## src/rtl/char_classifier.sv

```systemverilog
// Combinational character classifier: decimal digit, hex digit and the
// nibble value of the character (0 when it is not a hex digit).
module char_classifier #(
    parameter bit HEX_UPPER = 1'b0
) (
    input  logic [7:0] char,
    output logic       is_digit,
    output logic       is_hex,
    output logic [3:0] nibble
);

    logic is_lower;
    logic is_upper;

    // Classify the character; letters map to 10..15 via their low nibble + 9.
    always_comb begin
        is_digit = (char >= "0") && (char <= "9");
        is_lower = (char >= "a") && (char <= "f");
        is_upper = HEX_UPPER && (char >= "A") && (char <= "F");
        is_hex   = is_digit || is_lower || is_upper;
        nibble   = 4'd0;
        if (is_digit) begin
            nibble = char[3:0];
        end else if (is_lower || is_upper) begin
            nibble = char[3:0] + 4'd9;
        end
    end

endmodule

```

## config.mk

```make
export PLATFORM = sky130hd
export DESIGN_NAME = char_classifier
export DESIGN_NICKNAME = d
export VERILOG_FILES = /design/src/rtl/char_classifier.sv
export SDC_FILE = /design/constraint.sdc
export NUM_CORES = 1
export LEC_CHECK = 0
export BUFFER_PORTS_ARGS = -buffer_cell sky130_fd_sc_hd__buf_2
export CAP_MARGIN = 30
export CORE_AREA = 4 4 41 43
export DETAILED_ROUTE_END_ITERATION = 12
export DIE_AREA = 0 0 45 47
export PLACE_DENSITY = 0.45
export SLEW_MARGIN = 5
export SYNTH_ARGS = -nofsm -noshare
export SYNTH_HDL_FRONTEND = slang
export SYNTH_SLANG_ARGS = --single-unit
```

## constraint.sdc

```tcl
create_clock -name vclk -period 3.85
set_input_delay 0.5775 -clock vclk [all_inputs]
set_output_delay 0.5775 -clock vclk [all_outputs]
set_load 0.01 [all_outputs]
```

Yosys cells after proc, flatten, opt, wreduce, memory -nomap -nowiden:

Cells that the tools add are included.

* bits in registers: 0
* logic and storage cells: 10
* bits of input ports: 8
* output and inout port bits: 6

* muxes and demuxes: 2
* $add $sub $neg: 1
* reduce and logical (&&, ||, !) cells: 3
* magnitude comparators: 4

Operators by type and width (number)
* 8-bit by 6-bit greater-or-equal comparator with 1-bit output, second input constant: 1
* 8-bit by 7-bit greater-or-equal comparator with 1-bit output, second input constant: 1
* 8-bit by 6-bit less-or-equal comparator with 1-bit output, second input constant: 1
* 8-bit by 7-bit less-or-equal comparator with 1-bit output, second input constant: 1
* 4-bit two-way mux: 2
* 4-bit adder, second input constant: 1
* 1-bit logical AND: 2
* 1-bit logical OR: 1

Longest topological paths before layout:

Gate-level depths: netlist of the first run.

* word-level depth: 4
* mapped depth: 6
* gate-level depth less buffers: 6

Least setup slack after synthesis of the first run:

OpenSTA, ideal clock, no wires.

* path kind: input to output
* from: input char[1]
* to: output nibble[2]
* buffers on the path: 0
* stages on the path: 6
* setup slack: 1.634 ns
* required time: 3.273 ns
* arrival time: 1.638 ns
* cells stage by stage: inv_1 ha_1 o21bai_4 a21oi_4 or3b_1 a21oi_2

* elaborated cells between the ends (all ways): 9
* those cells by class: add/sub (1); order compare (4); mux (2); reduce/logical (2)

RTL lines
* start, declared: RTL line 6 `input logic [7:0] char,`
* 8-bit by 6-bit greater-or-equal comparator with 1-bit output / 8-bit by 6-bit less-or-equal comparator with 1-bit output (equally long branches): RTL line 17 `is_digit = (char >= "0") && (char <= "9");`
* 1-bit logical AND (*): RTL line 17
* net is_digit: RTL line 7 `output logic is_digit,`
* 4-bit two-way mux (*): RTL line 22 `if (is_digit) begin`
* end, declared: RTL line 9 `output logic [3:0] nibble`

Mark *: on every way through the listed nets, which the timed path passes. The rest lies on a longest branch.

Final worst setup path of the first run:

* from: input char[0]
* to: output nibble[2]

* word-level cells in the longest chain between the ends: 4
* elaborated cells between the ends (all ways): 9
* those cells by class: add/sub (1); order compare (4); mux (2); reduce/logical (2)

RTL lines
* 8-bit by 7-bit greater-or-equal comparator with 1-bit output / 8-bit by 7-bit less-or-equal comparator with 1-bit output (equally long branches): RTL line 18 `is_lower = (char >= "a") && (char <= "f");`
* 1-bit logical AND: RTL line 18
* 4-bit two-way mux: RTL line 24 `end else if (is_lower || is_upper) begin`
* 4-bit two-way mux (*): RTL line 22

Every way passes the cells marked *; elsewhere a longest branch is shown, timed or not.

==> results.py, run 1 <==
metrics = {
    "global_route": {
        "grt_overflow_total": 0,
        "grt_max_degree": 6,
        "antenna_found_initial": 0,
        "grt_pass1_wl_um": 945,
        "track_usage": 0.0574,
        "grt_pass1_vias": 224,
    },
    "timing": {
        "min_period_ns": 2.47,
        "rsz0062_at_grt": "false",
        "relSlewSlack": 0.775,
        "max_slew.worst_pin.slew_ns": 0.338,
        "period_share": 0.642,
        "max_freq_mhz": 404,
        "slew_viol_final": 0,
        "final-setup-viol-count": 0,
        "finalHoldViolCount": 0,
        "setup_tns_ns": 0,
    },
    "layout": {
        "final_layout_size_suffix_gt1_frac": 0.450,
        "nFillCells": 158,
        "nFlopsAndLatches": 0,
        "regArea_um2": 0,
        "nClkBuffers": 0,
        "diodes": 0,
        "layout_commonest_cell": "buf_2",
        "nets": 54,
        "syn_to_final_growth_pct": 43.0,
        "final_cell_mix": "buf_2 (14), nor2_1 (4), ha_1 (4)",
        "stdcell_count": 55,
    },
    "flow_run": {
        "cap_violations": 0,
    },
    "cts": {
        "cts_hold_buffers": 0,
        "cts_setup_buffers": 0,
        "post_cts_resized": 0,
    },
    "critical_path": {
        "cp.required_ns": 3.27,
        "critPathMaxFanout": 5,
        "endpoint_kind": "output pin",
        "slowest_stage": "or3b_1",
        "critPathLaunchType": "input port",
        "cp.arrival_ns": 1.90,
        "crit_top_cell": "buf_2",
        "critical-path-max-stage-delay_ns": 0.37,
        "path_cells": "buf_2 > inv_1 > ha_1 > o21bai_4 > a21oi_4 > or3b_1 > a21oi_2 > buf_2",
        "critical_path_class": "in -> out",
    },
    "floorplan": {
        "rows": 13,
        "die_y_um": 47,
        "io_pins": 14,
        "die_x_um": 45,
        "die_area_um2": 2120,
        "start_util": 0.159,
        "core_area_um2": 1300,
    },
    "routing": {
        "post_drt_via_cell_ratio": 4.05,
        "postRouteAntennaNets": 0,
        "drc": 0,
        "dr.pass1.iters": 1,
        "drtIter0Drc": 0,
        "wl_per_cell_um": 9.69,
        "drt-total-wl_um": 533,
        "num_vias": 223,
    },
    "power": {
        "power_density_nw_per_um2": 70.4,
        "cellLeakagePower_uw": 0.000161,
        "peakVddDrop_uv": 20.3,
    },
    "synthesis": {
        "ys_seq_area_frac": 0,
        "synth_area_per_cell_um2": 7.94,
        "synthDistinctLibCells": 17,
        "syn_inst": 26,
        "syn-num-nets": 38,
        "yosys_warnings": 0,
        "netlist_area_um2": 206,
    },
    "placed_design": {
        "port_buffers": 14,
        "dp.cells": 55,
        "gp_congestion": 0.692,
        "dpl.hpwl_um": 477,
    },
    "outcome": {
        "status": "complete, no violations",
    },
    "hold_path": {
        "hold_class": "in -> out",
    },
}
==> power breakdown <==
| group | internal (uW) | switching (uW) | leakage (uW) |
|---|---|---|---|
| logic | 9.72 | 11.1 | 0.000161 |
| registers | 0 | 0 | 0 |
| clock network | 0 | 0 | 0 |
| total | 9.72 | 11.1 | 0.000161 |
==> cell families after synthesis <==
logic type | Yosys count | synth area share
AO/OA/AOI/OAI | 8 | 0.364
adder cells (fa/ha/maj) | 4 | 0.242
buffers and inverters | 3 | 0.0545
multiplexers | 1 | 0.0485
AND/OR/NAND/NOR | 10 | 0.291
==> per-stage QoR <==
stage               utilization  total power (uW)  area, um^2  worst slack (ns)  hold slack [ns]
finish                    0.227              20.8         295              1.38             1.50
global route              0.227              24.1         295              1.26             1.54
CTS                       0.227              21.3         295              1.37             1.51
detailed placement        0.227              21.2         295              1.38             1.51
global placement          0.227              21.2         295              1.37             1.52
floorplan                     -              11.8         206              1.63             1.21
==> critical path: cells and delay by family <==
| family | cells | cell delay (ns) |
|---|---|---|
| buffers and inverters | 3 | 0.34 |
| AO/OA/AOI/OAI | 3 | 0.37 |
| adder cells (fa/ha/maj) | 1 | 0.24 |
| AND/OR/NAND/NOR | 1 | 0.37 |
==> synth_stat cells <==
| library cell | n | area (um^2) |
|---|---|---|
| o21bai_4 | 1 | 18.8 |
| a31o_2 | 1 | 8.76 |
| a21boi_0 | 1 | 7.51 |
| nand4bb_1 | 1 | 11.3 |
| a21oi_2 | 1 | 8.76 |
| and4b_1 | 1 | 10.0 |
| a21oi_4 | 1 | 16.3 |
| nand3_1 | 1 | 5.00 |
| a21oi_1 | 2 | 10.0 |
| inv_1 | 3 | 11.3 |
| ha_1 | 4 | 50.1 |
| and2_1 | 1 | 6.26 |
| o21ai_0 | 1 | 5.00 |
| nand2_1 | 1 | 3.75 |
| mux2i_1 | 1 | 10.0 |
| nor2_1 | 4 | 15.0 |
| or3b_1 | 1 | 8.76 |
==> per-layer routing <==
| metal | wire length [um] | track usage |
|---|---|---|
| met5 | 0 | 0 |
| met4 | 0 | 0 |
| met3 | 33 | 0.00383 |
| met2 | 235 | 0.0847 |
| met1 | 265 | 0.0944 |
==> cell type report <==
cell class | count | area [um^2] | area share
Multi-Input combinational cell | 23 | 195 | 0.661
Tap cell | 15 | 18.8 | 0.0636
Timing Repair Buffer | 14 | 70.1 | 0.237
Inverter | 3 | 11.3 | 0.0381
==> final timing paths <==
kind / from / end / slack (ns) / cells past startpoint
worst max-delay path: char[0] / nibble[2] / 1.38 / 8
worst min-delay path: char[3] / is_digit / 1.50 / 3
Power figures use the tool's default switching activity.
==> run 2, diff against run 1 <==
==> constraint.sdc (replaced) <==
create_clock -name vclk -period 2.5
set_input_delay 0.375 -clock vclk [all_inputs]
set_output_delay 0.375 -clock vclk [all_outputs]
set_load 0.01 [all_outputs]
==> run 2 against run 1 <==
Critical path depth unchanged. Die area unchanged. Hold slack worse by 0.40 ns. Largest power group unchanged. Sequential share of layout area unchanged. Via count down 3.1%. Critical path type unchanged. Flip-flop and latch count unchanged. Combinational power up 55%. Power up 55%. Utilization unchanged. First-iteration DRC count up 5. Non-clock buffer count unchanged.
==> results.py, run 2 (synthesized netlist as in run 1, its figures left out) <==
metrics = {
    "layout": {
        "final_layout_size_suffix_gt1_frac": 0.450,
        "diodes": 0,
        "nFlopsAndLatches": 0,
        "syn_to_final_growth_pct": 43.0,
        "final_cell_mix": "buf_2 (14), nor2_1 (4), ha_1 (4)",
        "regArea_um2": 0,
        "nClkBuffers": 0,
        "layout_commonest_cell": "buf_2",
        "nets": 54,
    },
    "timing": {
        "min_period_ns": 2.06,
        "rsz0062_at_grt": "false",
        "setup_tns_ns": 0,
        "slew_viol_final": 0,
        "max_slew.worst_pin.slew_ns": 0.353,
        "relSlewSlack": 0.764,
        "final-setup-viol-count": 0,
        "max_freq_mhz": 485,
        "finalHoldViolCount": 0,
        "period_share": 0.825,
    },
    "routing": {
        "drt-total-wl_um": 557,
        "post_drt_via_cell_ratio": 3.93,
        "drtIter0Drc": 5,
        "wl_per_cell_um": 10.1,
        "num_vias": 216,
        "dr.pass1.iters": 2,
        "drc": 0,
        "postRouteAntennaNets": 0,
    },
    "critical_path": {
        "cp_top_family": "compound AO/OA/AOI/OAI gates",
        "worstSetupStartpoint": "char[1]",
        "cp.required_ns": 2.12,
        "crit_top_cell": "buf_2",
        "critical_path_class": "in -> out",
        "endpoint_kind": "output pin",
        "critical-path-max-stage-delay_ns": 0.38,
        "slowest_stage": "or3b_1",
        "cp.arrival_ns": 1.69,
        "critPathMaxFanout": 5,
        "critPathLaunchType": "input port",
        "path_cells": "buf_2 > inv_1 > ha_1 > o21bai_4 > a21oi_4 > or3b_1 > a21oi_2 > buf_2",
        "worst-path-buf-inv": 3,
    },
    "global_route": {
        "antenna_found_initial": 0,
        "grtUsageMet1": 0.0742,
        "grt_pass1_vias": 213,
        "grt_most_used_layer": "met2",
        "track_usage": 0.0519,
        "grt_max_degree": 6,
        "grt_overflow_total": 0,
        "grt_pass1_wl_um": 890,
        "met2_usage": 0.0904,
        "grt_use_met3": 0.00383,
    },
    "power": {
        "peakVddDrop_uv": 28.3,
        "combPwrFrac": 1.000,
        "totalPowerFinal_uw": 32.3,
        "seqPwrFrac": 0,
        "cellLeakagePower_uw": 0.000161,
        "swShare": 0.535,
        "clkPwrFrac": 0,
        "p_sw_uw": 17.3,
        "power_density_nw_per_um2": 109,
        "p_int_uw": 15.0,
    },
    "floorplan": {
        "die_area_um2": 2120,
        "rows": 13,
        "core_area_um2": 1300,
        "die_x_um": 45,
        "die_y_um": 47,
        "io_pins": 14,
        "start_util": 0.159,
    },
    "placed_design": {
        "dpl.hpwl_um": 499,
        "port_buffers": 14,
        "gp_congestion": 0.694,
    },
    "outcome": {
        "status": "complete, no violations",
    },
    "hold_path": {
        "hp-start": "char[3]",
        "hold_class": "in -> out",
    },
    "cts": {
        "cts_setup_buffers": 0,
        "post_cts_resized": 0,
        "cts_hold_buffers": 0,
    },
    "flow_run": {
        "cap_violations": 0,
    },
}
==> run 2: layout make-up <==
class / count / area, um^2
Fill cell: 158 / 1010
Multi-Input combinational cell: 23 / 195
Timing Repair Buffer: 14 / 70.1
Tap cell: 15 / 18.8
Inverter: 3 / 11.3
==> run 2: routing by layer <==
| metal | share of wire | vias up | routed length, um |
|---|---|---|---|
| met5 | 0 | - | 0 |
| met4 | 0 | 0 | 0 |
| met3 | 0.056 | 0 | 31 |
| met2 | 0.44 | 6 | 246 |
| met1 | 0.50 | 90 | 280 |
| li1 | - | 120 | - |
==> run 2: worst min-delay path, delay by kind of cell <==
family,cells,cell delay [ns]
AOI/OAI and AO/OA,1,0.08
buffers and inverters,2,0.27
==> run 2: worst paths after layout <==
| kind | endpoint | slack (ns) | depth (start not counted) |
|---|---|---|---|
| worst max-delay path | nibble[2] | 0.44 | 8 |
| worst min-delay path | is_digit | 1.10 | 3 |
==> run 2: power by group through the flow <==
stage / Combinational [uW] / Sequential (uW) / Clock (uW)
5_1_grt: 36.3 / 0 / 0
6_report: 32.3 / 0 / 0
3_3_place_gp: 33.1 / 0 / 0
4_1_cts: 32.8 / 0 / 0
2_1_floorplan: 18.2 / 0 / 0
3_5_place_dp: 32.6 / 0 / 0
==> run 2: per-stage QoR <==
stage | area [um^2] | hold slack, ns | instances | util | worst slack (ns)
after global routing | 295 | 1.12 | 55 | 0.227 | 0.353
after global placement | 295 | 1.11 | 55 | 0.227 | 0.418
after detailed placement | 295 | 1.11 | 55 | 0.227 | 0.434
after floorplan | 206 | 0.801 | 26 | - | 0.689
final | 295 | 1.10 | 55 | 0.227 | 0.438
after CTS | 295 | 1.11 | 55 | 0.227 | 0.423
==> run 3, diff against run 2 <==
--- a/config.mk
+++ b/config.mk
@@ -5,12 +5,13 @@
 export SDC_FILE = /design/constraint.sdc
 export NUM_CORES = 1
 export LEC_CHECK = 0
+export ABC_AREA = 1
 export BUFFER_PORTS_ARGS = -buffer_cell sky130_fd_sc_hd__buf_2
 export CAP_MARGIN = 30
 export CORE_AREA = 4 4 41 43
 export DETAILED_ROUTE_END_ITERATION = 12
 export DIE_AREA = 0 0 45 47
-export PLACE_DENSITY = 0.45
+export PLACE_DENSITY = 0.46
 export SLEW_MARGIN = 5
 export SYNTH_ARGS = -nofsm -noshare
 export SYNTH_HDL_FRONTEND = slang
==> constraint.sdc (replaced) <==
create_clock -name vclk -period 2.1
set_input_delay 0.315 -clock vclk [all_inputs]
set_output_delay 0.315 -clock vclk [all_outputs]
set_load 0.01 [all_outputs]
==> run 3 against run 2 <==
Routed wire length is 1.8% lower. Die area is the same. Critical endpoint is now nibble[3]. Synthesized cell count rose by 50%. Highest routed layer unchanged.
==> results.py, run 3 <==
metrics = {
    "outcome": {
        "status": "complete, no violations",
    },
    "global_route": {
        "grt_max_degree": 7,
        "track_usage": 0.0496,
        "grt_pass1_wl_um": 841,
        "antenna_found_initial": 0,
        "grt_pass1_vias": 198,
        "grt_overflow_total": 0,
    },
    "routing": {
        "drt-total-wl_um": 547,
        "wl_per_cell_um": 8.04,
        "post_drt_via_cell_ratio": 3.79,
        "dr.pass1.iters": 4,
        "drtIter0Drc": 6,
        "num_vias": 258,
        "postRouteAntennaNets": 0,
        "drc": 0,
    },
    "floorplan": {
        "start_util": 0.171,
        "die_y_um": 47,
        "die_x_um": 45,
        "die_area_um2": 2120,
        "core_area_um2": 1300,
        "io_pins": 14,
        "rows": 13,
    },
    "synthesis": {
        "synth_top_area_frac": 0.225,
        "synthXorXnorAreaFrac": 0,
        "syn_inst": 39,
        "yosysMostFrequentCell": "nand2_1",
        "synth_simple_gate_area_frac": 0.618,
        "synth_area_per_cell_um2": 5.71,
        "synthAdderAreaFrac": 0.225,
        "ys_seq_area_frac": 0,
        "synth.area.mux_share": 0,
        "ys_top_cells_by_area": "ha_1 (22%), nand2_1 (19%), inv_1 (10%)",
        "yosys_warnings": 0,
        "syn-num-nets": 51,
        "synth_common_cells": "nand2_1 (11), inv_1 (6), ha_1 (4), nand4_1 (3), nor2_1 (3)",
        "synth_largest_area_cell": "ha_1",
        "synth_top_family_by_area": "simple AND/OR/NAND/NOR gates",
        "synth_compound_area_frac": 0.0225,
        "synthDistinctLibCells": 13,
        "netlist_area_um2": 223,
    },
    "layout": {
        "nFillCells": 159,
        "final_cell_mix": "buf_2 (14), nand2_1 (11), inv_1 (6)",
        "nClkBuffers": 0,
        "nets": 67,
        "final_layout_size_suffix_gt1_frac": 0.415,
        "stdcell_count": 68,
        "fin_util": 0.239,
        "regArea_um2": 0,
        "nFlopsAndLatches": 0,
        "layout_commonest_cell": "buf_2",
        "design_area_um2": 312,
        "multi_input_area_um2": 193,
        "syn_to_final_growth_pct": 39.9,
        "diodes": 0,
    },
    "power": {
        "peakVddDrop_uv": 32.3,
        "power_density_nw_per_um2": 120,
        "cellLeakagePower_uw": 0.000203,
    },
    "timing": {
        "relSlewSlack": 0.894,
        "finalHoldViolCount": 0,
        "max_freq_mhz": 624,
        "slew_viol_final": 0,
        "rsz0062_at_grt": "false",
        "min_period_ns": 1.60,
        "max_slew.worst_pin.slew_ns": 0.159,
        "period_share": 0.764,
        "setup_tns_ns": 0,
        "final-setup-viol-count": 0,
    },
    "hold_path": {
        "hold_class": "in -> out",
    },
    "critical_path": {
        "critPathLaunchType": "input port",
        "cp.required_ns": 1.78,
        "endpoint_kind": "output pin",
        "cp.arrival_ns": 1.29,
        "critical_path_class": "in -> out",
        "critPathMaxFanout": 5,
    },
    "cts": {
        "cts_setup_buffers": 0,
        "cts_hold_buffers": 0,
        "post_cts_resized": 0,
    },
    "placed_design": {
        "port_buffers": 14,
        "dp.cells": 68,
        "gp_congestion": 0.771,
        "dpl.hpwl_um": 485,
        "placed_area_um2": 312,
    },
    "flow_run": {
        "cap_violations": 0,
    },
}
==> run 3: cell count changes in the layout (fill, tap and decap cells not counted), sizes merged, moves of 3 or more <==
cell,previous run,this run
a21oi,4,0
nand3,1,4
nand2,1,13
inv,3,8
nand4,0,3
==> run 3: layer usage <==
| metal | up-vias | share of wire | global-route usage |
|---|---|---|---|
| met1 | 94 | 0.54 | 0.0876 |
| met4 | 0 | 0 | 0 |
| met5 | - | 0 | 0 |
| met3 | 0 | 0.12 | 0 |
| li1 | 152 | - | - |
| met2 | 12 | 0.33 | 0.0678 |
==> run 3: path summary, 6_finish.rpt <==
kind | start | end | slack, ns | cells past startpoint
worst min-delay path | char[1] | nibble[1] | 0.97 | 4
worst max-delay path | char[0] | nibble[3] | 0.50 | 9
==> run 3: critical path, stage by stage <==
cell	delay, ns
buf_2	0.13
inv_1	0.10
ha_1	0.17
inv_1	0.04
nor2_1	0.10
nand3_2	0.11
nand3_1	0.12
o21ai_1	0.07
buf_2	0.14
==> run 3: cells by family after synthesis <==
family	Yosys count
AO/OA/AOI/OAI	1
AND/OR/NAND/NOR	26
adder cells (fa/ha/maj)	4
buffers and inverters	8
==> run 3: power by group <==
part	switching, uW	internal [uW]
sequential	0	0
clock	0	0
combinational	22.4	15.1
total	22.4	15.1
==> run 3: layout make-up <==
type / count / area share
Multi-Input combinational cell: 31 / 0.618
Timing Repair Buffer: 14 / 0.225
Tap cell: 15 / 0.0602
Inverter: 8 / 0.0964
==> run 3: per-stage QoR <==
step | setup WS (ns) | hold slack, ns | power (uW)
floorplan | 0.810 | 0.752 | 20.4
detailed placement | 0.486 | 0.971 | 37.5
global placement | 0.511 | 0.968 | 37.9
global route | 0.354 | 1.00 | 43.0
finish | 0.497 | 0.972 | 37.5
CTS | 0.486 | 0.973 | 37.9
